### src/rtl/axi_ad9963_tx_burst_ctrl.sv
// -----------------------------------------------------------------------------
// axi_ad9963_tx_burst_ctrl
//
// Burst sequencer for the AD9963 TX path. Once configured and armed, it waits
// for a sync trigger. It then passes bursts of cfg_burst_len valid samples to
// the I/Q DMA channels. Bursts are separated by cfg_gap_len idle valid samples.
// The sequence repeats cfg_repeat times, or forever when cfg_repeat is 0.
//
// Ports
//   dac_clk        : DAC clock, the only clock of this block
//   dac_rst        : synchronous active-high reset
//   cfg_start      : pulse; latches cfg_* and arms the sequencer (IDLE only)
//   cfg_stop       : pulse; aborts any activity, wins over cfg_start
//   cfg_burst_len  : samples per burst (0 = start request ignored)
//   cfg_gap_len    : valid samples idled between bursts (0 = back-to-back)
//   cfg_repeat     : bursts per run, 0 = infinite
//   dac_sync       : trigger that releases ARMED into the first burst
//   dac_valid_in   : sample strobe from the TX core
//   dac_dunf       : DMA underflow
//   dac_valid_i/q  : gated sample strobes, combinational, only while in RUN
//   dac_tx_en      : registered "state is RUN"; low makes the datapath send zero
//   busy           : sequencer not IDLE
//   done           : one-cycle pulse after the final burst of a finite run
//   unf_err        : sticky underflow seen during RUN
//   burst_cnt      : bursts completed in the current run
// -----------------------------------------------------------------------------
module axi_ad9963_tx_burst_ctrl #(
    parameter int CNT_WIDTH = 16,
    parameter int REP_WIDTH = 8
) (
    input  logic                 dac_clk,
    input  logic                 dac_rst,
    input  logic                 cfg_start,
    input  logic                 cfg_stop,
    input  logic [CNT_WIDTH-1:0] cfg_burst_len,
    input  logic [CNT_WIDTH-1:0] cfg_gap_len,
    input  logic [REP_WIDTH-1:0] cfg_repeat,
    input  logic                 dac_sync,
    input  logic                 dac_valid_in,
    input  logic                 dac_dunf,
    output logic                 dac_valid_i,
    output logic                 dac_valid_q,
    output logic                 dac_tx_en,
    output logic                 busy,
    output logic                 done,
    output logic                 unf_err,
    output logic [REP_WIDTH-1:0] burst_cnt
);

    typedef enum logic [1:0] {
        ST_IDLE  = 2'd0,
        ST_ARMED = 2'd1,
        ST_RUN   = 2'd2,
        ST_GAP   = 2'd3
    } state_t;

    state_t               state_q, state_d;
    logic [CNT_WIDTH-1:0] smp_cnt_q, smp_cnt_d;      // shared by RUN and GAP
    logic [CNT_WIDTH-1:0] burst_len_q, burst_len_d;
    logic [CNT_WIDTH-1:0] gap_len_q, gap_len_d;
    logic [REP_WIDTH-1:0] repeat_q, repeat_d;
    logic [REP_WIDTH-1:0] burst_cnt_q, burst_cnt_d;
    logic                 done_q, done_d;
    logic                 unf_err_q, unf_err_d;
    logic                 tx_en_q, tx_en_d;

    logic [REP_WIDTH-1:0] burst_inc;
    logic                 burst_last_smp;
    logic                 gap_last_smp;
    logic                 final_burst;

    // burst_len_q is never 0 once latched. gap_last_smp is only used when
    // gap_len_q != 0. So the "-1" never has to wrap in a meaningful case.
    always_comb begin
        burst_inc      = burst_cnt_q + REP_WIDTH'(1);
        burst_last_smp = (smp_cnt_q == (burst_len_q - CNT_WIDTH'(1)));
        gap_last_smp   = (smp_cnt_q == (gap_len_q - CNT_WIDTH'(1)));
        final_burst    = (repeat_q != '0) && (burst_inc == repeat_q);
    end

    always_comb begin
        state_d     = state_q;
        smp_cnt_d   = smp_cnt_q;
        burst_len_d = burst_len_q;
        gap_len_d   = gap_len_q;
        repeat_d    = repeat_q;
        burst_cnt_d = burst_cnt_q;
        done_d      = 1'b0;
        // Underflow is sticky. A stop keeps it. Only an accepted start
        // (below) or reset clears it.
        unf_err_d   = unf_err_q | ((state_q == ST_RUN) && dac_dunf);

        if (cfg_stop) begin
            // Abort from any state. This also suppresses a done pulse that
            // a burst completing in this same cycle would have raised.
            state_d     = ST_IDLE;
            smp_cnt_d   = '0;
            burst_cnt_d = '0;
        end else begin
            case (state_q)
                ST_IDLE: begin
                    if (cfg_start && (cfg_burst_len != '0)) begin
                        burst_len_d = cfg_burst_len;
                        gap_len_d   = cfg_gap_len;
                        repeat_d    = cfg_repeat;
                        burst_cnt_d = '0;
                        smp_cnt_d   = '0;
                        unf_err_d   = 1'b0;
                        state_d     = ST_ARMED;
                    end
                end
                ST_ARMED: begin
                    if (dac_sync) begin
                        smp_cnt_d = '0;
                        state_d   = ST_RUN;
                    end
                end
                ST_RUN: begin
                    if (dac_valid_in) begin
                        if (burst_last_smp) begin
                            smp_cnt_d   = '0;
                            // Wraps naturally when running with repeat 0.
                            burst_cnt_d = burst_inc;
                            if (final_burst) begin
                                done_d  = 1'b1;
                                state_d = ST_IDLE;
                            end else if (gap_len_q != '0) begin
                                state_d = ST_GAP;
                            end
                        end else begin
                            smp_cnt_d = smp_cnt_q + CNT_WIDTH'(1);
                        end
                    end
                end
                ST_GAP: begin
                    if (dac_valid_in) begin
                        if (gap_last_smp) begin
                            smp_cnt_d = '0;
                            state_d   = ST_RUN;
                        end else begin
                            smp_cnt_d = smp_cnt_q + CNT_WIDTH'(1);
                        end
                    end
                end
                default: begin
                    state_d = ST_IDLE;
                end
            endcase
        end

        // Registered alongside the state so that dac_tx_en tracks state_q.
        tx_en_d = (state_d == ST_RUN);
    end

    always_ff @(posedge dac_clk) begin
        if (dac_rst) begin
            state_q     <= ST_IDLE;
            smp_cnt_q   <= '0;
            burst_len_q <= '0;
            gap_len_q   <= '0;
            repeat_q    <= '0;
            burst_cnt_q <= '0;
            done_q      <= 1'b0;
            unf_err_q   <= 1'b0;
            tx_en_q     <= 1'b0;
        end else begin
            state_q     <= state_d;
            smp_cnt_q   <= smp_cnt_d;
            burst_len_q <= burst_len_d;
            gap_len_q   <= gap_len_d;
            repeat_q    <= repeat_d;
            burst_cnt_q <= burst_cnt_d;
            done_q      <= done_d;
            unf_err_q   <= unf_err_d;
            tx_en_q     <= tx_en_d;
        end
    end

    // The gated strobes are zero latency, so the DMA sees the same cycle's
    // strobe while in RUN.
    assign dac_valid_i = (state_q == ST_RUN) && dac_valid_in;
    assign dac_valid_q = (state_q == ST_RUN) && dac_valid_in;
    assign dac_tx_en   = tx_en_q;
    assign busy        = (state_q != ST_IDLE);
    assign done        = done_q;
    assign unf_err     = unf_err_q;
    assign burst_cnt   = burst_cnt_q;

endmodule

### config.mk
export PLATFORM = sky130hd
export DESIGN_NAME = axi_ad9963_tx_burst_ctrl
export DESIGN_NICKNAME = d
export VERILOG_FILES = /design/src/rtl/axi_ad9963_tx_burst_ctrl.sv
export SDC_FILE = /design/constraint.sdc
export NUM_CORES = 1
export LEC_CHECK = 0
export ABC_AREA = 1
export BUFFER_PORTS_ARGS = -buffer_cell sky130_fd_sc_hd__buf_4
export CAP_MARGIN = 0
export CORE_UTILIZATION = 45
export CTS_BUF_LIST = sky130_fd_sc_hd__clkbuf_4
export CTS_CLUSTER_DIAMETER = 100
export DETAILED_ROUTE_END_ITERATION = 8
export SLEW_MARGIN = 20
export SYNTH_ARGS = -nofsm -noshare
export SYNTH_HDL_FRONTEND = slang
export SYNTH_SLANG_ARGS = --single-unit
### constraint.sdc
create_clock -name dac_clk -period 2.59 [get_ports dac_clk]
set_input_delay 0 -clock dac_clk [delete_from_list [all_inputs] [get_ports dac_clk]]
set_output_delay 0 -clock dac_clk [all_outputs]
set_load 0.01 [all_outputs]
==> flow_metrics.tcl, run 1 <==
set metrics [dict create \
    hold_end "state_q[0]" \
    synth_top_area_cell "dfxtp_1" \
    cpPeakStageDelay_ps 560 \
    final_util 0.5865 \
    setup_tns_ps 0 \
    holdCritStartpoint "cfg_start" \
    holdPathStages 5 \
    p_leak_nw 2.685 \
    setup_viol 0 \
    die_area_mm2 0.01056 \
    cts_made_buffers 9 \
    hp-class "primary input to flop" \
    rows 36 \
    crit_required_ps 2920 \
    final_area_mm2 0.005759 \
    num_antenna_cells 0 \
    vias 4756 \
    detail_route.wl_per_cell_um 12.98 \
    regArea_mm2 0.001381 \
    synth_warnings 0 \
    cp-end-kind "flop" \
    crit_top_cell "nand2_1" \
    peakVddDrop_mv 0.2639 \
    drive_gt1_frac 0.1415 \
    crit_chain "dlygate4sd3_1 -> buf_4 -> nor2_1 -> nand2_1 -> nor2_1 -> nand3_1 -> nand2_1 -> nor2_2 -> nand2_2 -> buf_12 -> nand2_1 -> a21oi_1 -> dlygate4sd3_1" \
    hold_viol 0 \
    reg2reg_from "burst_len_q[0]" \
    syn2layout_area_growth_pct 26.07 \
    crit_path_top_delay_cell "dlygate4sd3_1" \
    clock_skew_ps 20.99 \
    route.detailed.drc 0 \
    drt_wl_total_um 12640 \
    drt_first_pass_iters 7 \
    dp_cells 909 \
    synth_top_area_share 0.3024 \
    antenna_found_initial 0 \
    cts.sinks 69 \
    rsz0062_at_grt "no" \
    fin_cells 974 \
    power.density_mw_per_mm2 459.2 \
    syn-instance-count 736 \
    multi_input_area_mm2 0.002724 \
    wl_met3_um 536 \
    syn_area_per_cell_um2 6.207 \
    relSlewSlack 0.3989 \
    ys_seq_area_frac 0.3024 \
    grt_pass1_vias 4391 \
    cts_buffer_depth 2 \
    core_mm2 0.009819 \
    place_hpwl_um 9179 \
    synth_area_mm2 0.004568 \
    fin_nets 887 \
    clock.fmax_ghz 0.4269 \
    track_usage 0.2523 \
    start_util 0.4652 \
    insertion_delay_ps 430 \
    syn_nets 787 \
    worst_pin_slew_ps 900.6 \
    grt_max_degree 69 \
    drv_slew 0 \
    grt_pass1_wl_um 20490 \
    drt-initial-drc-count 203 \
    cp_top_family "buffers and inverters" \
    io_buffers 60 \
    crit_arrival_ps 2670 \
    die_height_um 102.8 \
    cts_tree "built" \
    status "complete, no violations" \
    final_antenna_net_count 0 \
    gr-total-overflow 0 \
    fin_crit_ps 2342 \
    num_io_pins 61 \
    htreeDepth 3 \
    place_congestion 0.8712 \
    critPathBufInv 4 \
    reg2reg_slack_ps 280 \
    die_x_um 102.8 \
    highest_layer "met4" \
    period_share 0.9044 \
    clock-root-buffer "clkbuf_4" \
    filler_cell_count 1004 \
    reg2reg_to "smp_cnt_q[1]" \
    yosys_register_bits 69 \
    place_area_mm2 0.005119 \
    viasPerCell 4.883 \
    ys_types 36 \
    clk_pin_slew_ps 140 \
    r2r_cells 15 \
    met2_length_um 6199 \
    critical_path.max_fanout 68 \
    criticalPathCategory "primary input to flop" \
    wl_met1_um 5741 \
    synth_area_leaders "dfxtp_1, nand2_1, inv_1, nor2_1, nand3_1" \
    maxCapViolCount 0 \
    crit_path_start_kind "primary input" \
]
==> routing by layer <==
metal  global-route usage  vias to the layer above
met5                    0                        -
met4              0.06067                        0
met3              0.04814                       12
met2               0.4426                       95
met1               0.3188                     2127
li1                     -                     2522
==> metrics by stage <==
stage               power, mW  setup WS, ps  hold WS [ps]
floorplan               1.664         684.8         150.4
global route            2.839         19.45         114.2
CTS                     2.674         11.11         68.78
finish                  2.645         247.6         118.5
global placement        1.843         391.6         275.7
detailed placement      1.852         338.5         286.7
==> worst max-delay path by stage <==
stage                                start       endpoint  slack [ps]  cells after the start
after floorplan             burst_len_q[0]  smp_cnt_q[14]         680                     13
after global placement      burst_len_q[0]   burst_cnt[0]         390                     15
after detailed placement    burst_len_q[0]  smp_cnt_q[14]         340                     13
after CTS                 cfg_burst_len[1]   gap_len_q[2]          10                     13
after global routing        burst_len_q[0]   smp_cnt_q[1]          20                     13
final                     cfg_burst_len[0]    repeat_q[4]         250                     13
==> flip-flops by register name, summed over array words and instances, names as in the netlist <==
register     flops
unf_err          1
burst_cnt        8
dac_tx_en        1
done             1
gap_len_q       16
state_q          2
repeat_q         8
burst_len_q     16
smp_cnt_q       16
==> cell usage in the layout, fill, tap and decap left out, drive strengths merged, types with 2 or more instances in the layout <==
| cell | count |
|---|---|
| nand4 | 6 |
| xor2 | 31 |
| dfxtp | 69 |
| nor2 | 101 |
| ha | 4 |
| o21ai | 44 |
| dlygate4sd3 | 49 |
| or2 | 4 |
| a21oi | 57 |
| nand2 | 202 |
| xnor2 | 6 |
| inv | 96 |
| buf | 65 |
| clkinvlp | 2 |
| nor3 | 11 |
| nand3b | 7 |
| nor4 | 2 |
| nand3 | 67 |
| clkbuf | 9 |
==> timing repair <==
action,in CTS,in global routing
hold endpoints to repair,47,0
buffers inserted,0,0
setup endpoints to repair,0,6
hold buffers,49,0
gates resized for setup,0,1
==> cell usage after synthesis (all sizes together) <==
library cell / n
a211oi: 1
a21boi: 1
a21o: 1
a21oi: 57
buf: 11
clkbuf: 14
dfxtp: 69
ha: 4
inv: 93
nand2: 202
nand3: 67
nand3b: 7
nand4: 6
nor2: 101
nor3: 11
nor3b: 1
nor4: 2
o21ai: 44
o21bai: 1
o22ai: 1
or2: 4
or3: 1
xnor2: 6
xor2: 31
==> final cells by class <==
class                           instances  area share
Clock buffer                            9     0.01173
Clock inverter                          7     0.01390
Inverter                               93     0.06061
Multi-Input combinational cell        549      0.4730
Sequential cell                        69      0.2398
Tap cell                              133     0.02889
Timing Repair Buffer                  114      0.1721
==> kinds of logic (layout without fill, tap and decap cells) <==
kind of cell | count (synthesis) | after routing | share of synthesized area
AOI/OAI and AO/OA | 106 | 106 | 0.1227
xor gates and xnor gates | 37 | 37 | 0.07094
buffers and inverters | 118 | 223 | 0.1024
DFF | 69 | 69 | 0.3024
adders and majority gates | 4 | 4 | 0.01096
and+or+nand+nor | 402 | 402 | 0.3906
==> power by group <==
| part | leakage, nW | switching (mW) | internal (mW) |
|---|---|---|---|
| sequential | 0.563 | 0.0565 | 1.11 |
| clock | 0.0735 | 0.449 | 0.305 |
| combinational | 2.05 | 0.418 | 0.305 |
| total | 2.69 | 0.923 | 1.72 |
==> worst min-delay path, stage by stage <==
cell,delay [ps]
buf_4,100
nand2_1,200
a21oi_1,120
nand2_1,60
nor2_1,40
Note: power is estimated with default switching activity, not from simulation.
==> run 2, diff against run 1 <==
--- a/config.mk
+++ b/config.mk
@@ -8,10 +8,11 @@
 export ABC_AREA = 1
 export BUFFER_PORTS_ARGS = -buffer_cell sky130_fd_sc_hd__buf_4
 export CAP_MARGIN = 0
-export CORE_UTILIZATION = 45
+export CORE_UTILIZATION = 60
 export CTS_BUF_LIST = sky130_fd_sc_hd__clkbuf_4
 export CTS_CLUSTER_DIAMETER = 100
 export DETAILED_ROUTE_END_ITERATION = 8
+export PLACE_DENSITY = 0.83
 export SLEW_MARGIN = 20
 export SYNTH_ARGS = -nofsm -noshare
 export SYNTH_HDL_FRONTEND = slang
==> flow_metrics.tcl, run 2 (synthesized netlist as in run 1, its figures left out) <==
set metrics [dict create \
    criticalPathCategory "primary input to flop" \
    relSlewSlack 0.3829 \
    clock_skew_ps 8.014 \
    critPathBufInv 4 \
    grt_pass1_wl_um 20660 \
    maxCapViolCount 0 \
    crit_chain "dlygate4sd3_1 -> buf_4 -> nor4_2 -> nand3_1 -> nand2_1 -> nor2_2 -> nand2_2 -> buf_4 -> nand2_1 -> a21oi_1 -> dlygate4sd3_1" \
    postCtsSetupBuffers 0 \
    crit_arrival_ps 2800 \
    rows 31 \
    io_buffers 60 \
    worst_pin_slew_ps 924.7 \
    viasPerCell 5.410 \
    start_util 0.6265 \
    layout_commonest_cell "nand2_1" \
    power.density_mw_per_mm2 485.3 \
    core_mm2 0.007292 \
    insertion_delay_ps 440 \
    cp-endpoint "burst_len_q[15]" \
    reg_top3 "burst_len_q x16, gap_len_q x16, smp_cnt_q x16" \
    reg2reg_slack_ps 260 \
    cp_top_family "buffers and inverters" \
    htreeDepth 3 \
    drive_gt1_frac 0.1446 \
    reg2reg_to "smp_cnt_q[14]" \
    track_usage 0.3403 \
    drt_first_pass_iters 5 \
    cts_made_buffers 9 \
    rsz0062_at_grt "no" \
    cpPeakStageDelay_ps 570 \
    final_antenna_net_count 0 \
    cts_tree "built" \
    mostFrequentLayoutCells "nand2_1, inv_1, nor2_1" \
    crit_path_start "cfg_burst_len[4]" \
    crit_path_start_kind "primary input" \
    grt_max_degree 37 \
    clk_pin_slew_ps 130 \
    status "complete, no violations" \
    r2r_cells 11 \
    vias 5064 \
    cts.sinks 69 \
    cts_buffer_depth 2 \
    drv_slew 0 \
    route.detailed.drc 0 \
    place_congestion 0.8965 \
    peakVddDrop_mv 0.2711 \
    clock.fmax_ghz 0.4143 \
    drt_wl_total_um 12880 \
    num_io_pins 61 \
    hp-class "primary input to flop" \
    drt-initial-drc-count 381 \
    num_antenna_cells 0 \
    crit_required_ps 2980 \
    hold_viol 0 \
    critical_path_depth 11 \
    setup_tns_ps 0 \
    gr-total-overflow 0 \
    filler_cell_count 601 \
    critical_path.max_fanout 36 \
    die_area_mm2 0.007966 \
    clock-root-buffer "clkbuf_4" \
    period_share 0.9320 \
    antenna_found_initial 0 \
    syn2layout_area_growth_pct 24.65 \
    fin_nets 883 \
    die_height_um 89.26 \
    setup_viol 0 \
    p_leak_nw 2.671 \
    finalPower_mw 2.763 \
    crit_path_top_delay_cell "dlygate4sd3_1" \
    fin_crit_ps 2414 \
    grt_pass1_vias 4657 \
    detail_route.wl_per_cell_um 13.76 \
    place_hpwl_um 9103 \
    reg2reg_from "smp_cnt_q[0]" \
    die_x_um 89.26 \
    cp-end-kind "flop" \
]
-- run 2: cell types whose count changed in the layout (fill, tap and decap cells not counted), sizes merged --
cell	before	now
buf	65	66
bufinv	1	2
clkinv	1	2
clkinvlp	2	0
dlygate4sd3	49	44
-- run 2: worst min-delay path: stages --
cell and delay (ps):
buf_4 110, nand2_1 190, a21oi_1 120, nand2_1 60, nor2_1 30
-- run 2: layer usage --
metal | part of all wire | up-vias | track usage
met3 | 0.061 | 39 | 0.06371
met1 | 0.41 | 2303 | 0.3982
met5 | 0 | - | 0
li1 | - | 2516 | -
met4 | 0.029 | 0 | 0.1443
met2 | 0.50 | 206 | 0.6079
-- run 2: timing repair --
item	in CTS	in global routing
endpoints found under the setup margin	0	1
hold endpoints to repair	44	0
hold buffers	44	0
gates resized for setup	0	2
-- run 2: how the worst min path moves through the flow --
stage | from | endpoint | slack, ps | cells past startpoint
2_1_floorplan | dac_valid_in | dac_valid_i | 150 | 2
5_1_grt | cfg_start | state_q[0] | 130 | 5
3_5_place_dp | cfg_stop | state_q[0] | 280 | 4
3_3_place_gp | cfg_stop | state_q[0] | 270 | 4
6_report | cfg_start | state_q[0] | 110 | 5
4_1_cts | cfg_start | state_q[0] | 80 | 5
-- run 2: where the power goes --
part / switching [mW] / total [mW] / internal, mW
clock network: 0.456 / 0.864 / 0.408
logic: 0.431 / 0.731 / 0.300
registers: 0.0575 / 1.17 / 1.11
total: 0.945 / 2.76 / 1.82
-- run 2: area by class of cell --
cell class,count,area [um^2],share of cell area
multi-input combinational,549,2730,0.4795
clock inverter,7,106.4,0.01868
timing repair buffer,110,935.9,0.1644
clock buffer,9,67.56,0.01187
tap,99,123.9,0.02175
inverter,93,349.1,0.06131
sequential,69,1381,0.2426
-- run 2: per-stage QoR --
| step | hold slack (ps) | utilization | worst slack [ps] | instances | cell area (um^2) |
|---|---|---|---|---|---|
| final | 107.7 | 0.7809 | 176.1 | 936 | 5694 |
| after global placement | 273.3 | 0.6954 | 465.2 | 876 | 5071 |
| after floorplan | 150.4 | - | 684.8 | 736 | 4568 |
| after CTS | 75.24 | 0.7797 | 57.02 | 936 | 5685 |
| after global routing | 131.5 | 0.7809 | 72.81 | 936 | 5694 |
| after detailed placement | 284.2 | 0.6954 | 359.6 | 876 | 5071 |
==> run 3, diff against run 2 <==
--- a/config.mk
+++ b/config.mk
@@ -8,11 +8,11 @@
 export ABC_AREA = 1
 export BUFFER_PORTS_ARGS = -buffer_cell sky130_fd_sc_hd__buf_4
 export CAP_MARGIN = 0
-export CORE_UTILIZATION = 60
-export CTS_BUF_LIST = sky130_fd_sc_hd__clkbuf_4
+export CORE_UTILIZATION = 58
+export CTS_BUF_LIST = sky130_fd_sc_hd__clkbuf_4 sky130_fd_sc_hd__clkbuf_8 sky130_fd_sc_hd__clkbuf_16
 export CTS_CLUSTER_DIAMETER = 100
 export DETAILED_ROUTE_END_ITERATION = 8
-export PLACE_DENSITY = 0.83
+export PLACE_DENSITY = 0.8
 export SLEW_MARGIN = 20
 export SYNTH_ARGS = -nofsm -noshare
 export SYNTH_HDL_FRONTEND = slang
==> flow_metrics.tcl, run 3 (synthesized netlist as in run 1, its figures left out) <==
set metrics [dict create \
    status "finished with violations" \
    violations "design-rule violations" \
    comb_power_share 0.263 \
    die_x_um 90.75 \
    drive_gt1_frac 0.1423 \
    peakVddDrop_mv 0.3422 \
    cpPeakStageDelay_ps 570 \
    die_height_um 90.75 \
    relSlewSlack 0.4164 \
    gr-total-overflow 0 \
    cts_tree "built" \
    criticalPathCategory "primary input to flop" \
    viasPerCell 5.382 \
    crit_chain "dlygate4sd3_1 -> buf_4 -> nor4_2 -> nand3_1 -> nand2_1 -> nor2_2 -> nand2_2 -> buf_6 -> nand2_1 -> a21oi_1 -> dlygate4sd3_1" \
    final_util 0.7774 \
    setup_viol 0 \
    core_mm2 0.007447 \
    hp-class "primary input to flop" \
    pre_cts_ws_ps 399.3 \
    period_share 0.9565 \
    drt_first_pass_iters 7 \
    track_usage 0.3362 \
    detail_route.wl_per_cell_um 14.04 \
    clk_pin_slew_ps 90 \
    hold_slack_ps 92.51 \
    cts.sinks 69 \
    route.detailed.drc 1 \
    filler_cell_count 576 \
    antenna_found_initial 0 \
    fin_cells 942 \
    io_buffers 60 \
    drv_slew 0 \
    cts_made_buffers 9 \
    fin_ws_ps 112.5 \
    grt_pass1_vias 4848 \
    reg_top3 "burst_len_q x16, gap_len_q x16, smp_cnt_q x16" \
    drt-initial-drc-count 277 \
    final_area_mm2 0.005789 \
    dp_cells 875 \
    die_area_mm2 0.008235 \
    p_int_mw 1.865 \
    cp-end-kind "flop" \
    place_congestion 0.8748 \
    vias 5070 \
    htreeDepth 3 \
    drt_wl_total_um 13230 \
    r2r_cells 13 \
    crit_arrival_ps 2790 \
    num_io_pins 61 \
    final_antenna_net_count 0 \
    clockPowerShare 0.323 \
    insertion_delay_ps 360 \
    grt_pass1_wl_um 22220 \
    hold_viol 0 \
    reg2reg_from "burst_len_q[0]" \
    layout_commonest_cell "nand2_1" \
    reg2reg_slack_ps 340 \
    crit_path_start "cfg_burst_len[4]" \
    clock.fmax_ghz 0.4036 \
    seqPwrFrac 0.414 \
    cts_buffer_depth 2 \
    reg2reg_to "smp_cnt_q[14]" \
    place_area_mm2 0.005064 \
    rows 31 \
    switchingPower_mw 0.9594 \
    finalPower_mw 2.824 \
    num_antenna_cells 0 \
    place_hpwl_um 9202 \
    p_leak_nw 2.716 \
    syn2layout_area_growth_pct 26.73 \
    p_sw_frac 0.3397 \
    cp-endpoint "gap_len_q[2]" \
    power.density_mw_per_mm2 487.8 \
    clock-root-buffer "clkbuf_8" \
    crit_path_top_delay_cell "dlygate4sd3_1" \
    critical_path.max_fanout 35 \
    fin_crit_ps 2477 \
    mostFrequentLayoutCells "nand2_1, inv_1, nor2_1" \
    maxCapViolCount 0 \
    fin_nets 889 \
    setup_tns_ps 0 \
    crit_path_start_kind "primary input" \
    grt_max_degree 36 \
    start_util 0.6134 \
    clock_skew_ps 10.64 \
    crit_required_ps 2900 \
    worst_pin_slew_ps 874.5 \
]
[run 3: cell type report]
type	instances	area, um^2	area share
Clock buffer	9	123.9	0.02140
Timing Repair Buffer	116	1006	0.1738
Multi-Input combinational cell	549	2730	0.4716
Clock inverter	7	75.07	0.01297
Tap cell	99	123.9	0.02140
Inverter	93	349.1	0.06030
Sequential cell	69	1381	0.2386
[run 3: what timing repair did]
item / CTS / global route
setup endpoints to repair: 0 / 9
hold buffers: 51 / 0
endpoints found under the hold margin: 42 / 0
setup buffers: 0 / 0
resized for setup: 0 / 4
[run 3: how the worst min path moves through the flow]
stage                          startpoint             to  cells past startpoint
final                            dac_sync     state_q[1]                      5
after global routing             dac_sync     state_q[1]                      5
after CTS                        dac_sync     state_q[1]                      5
after detailed placement         cfg_stop     state_q[0]                      4
after global placement    cfg_gap_len[10]  gap_len_q[10]                      3
after floorplan              dac_valid_in    dac_valid_i                      2
[run 3: routing by layer]
layer,GRT usage,wire (um),vias up
met5,0,0,-
met4,0.1304,411,0
met3,0.06397,718,34
met2,0.5947,6409,184
met1,0.3980,5688,2323
li1,-,-,2529
[run 3: power by group through the flow]
| stage | registers (mW) | clock network (mW) | logic (mW) |
|---|---|---|---|
| 2_1_floorplan | 1.18 | 0 | 0.488 |
| 3_3_place_gp | 1.19 | 0 | 0.638 |
| 3_5_place_dp | 1.19 | 0 | 0.661 |
| 4_1_cts | 1.17 | 0.915 | 0.723 |
| 5_1_grt | 1.17 | 0.969 | 0.836 |
| 6_report | 1.17 | 0.913 | 0.743 |
[run 3: worst max-delay path, delay by kind of cell]
family | cells | cell delay (ps)
compound gates | 1 | 180
buf+inv | 4 | 1510
simple gates | 6 | 1080
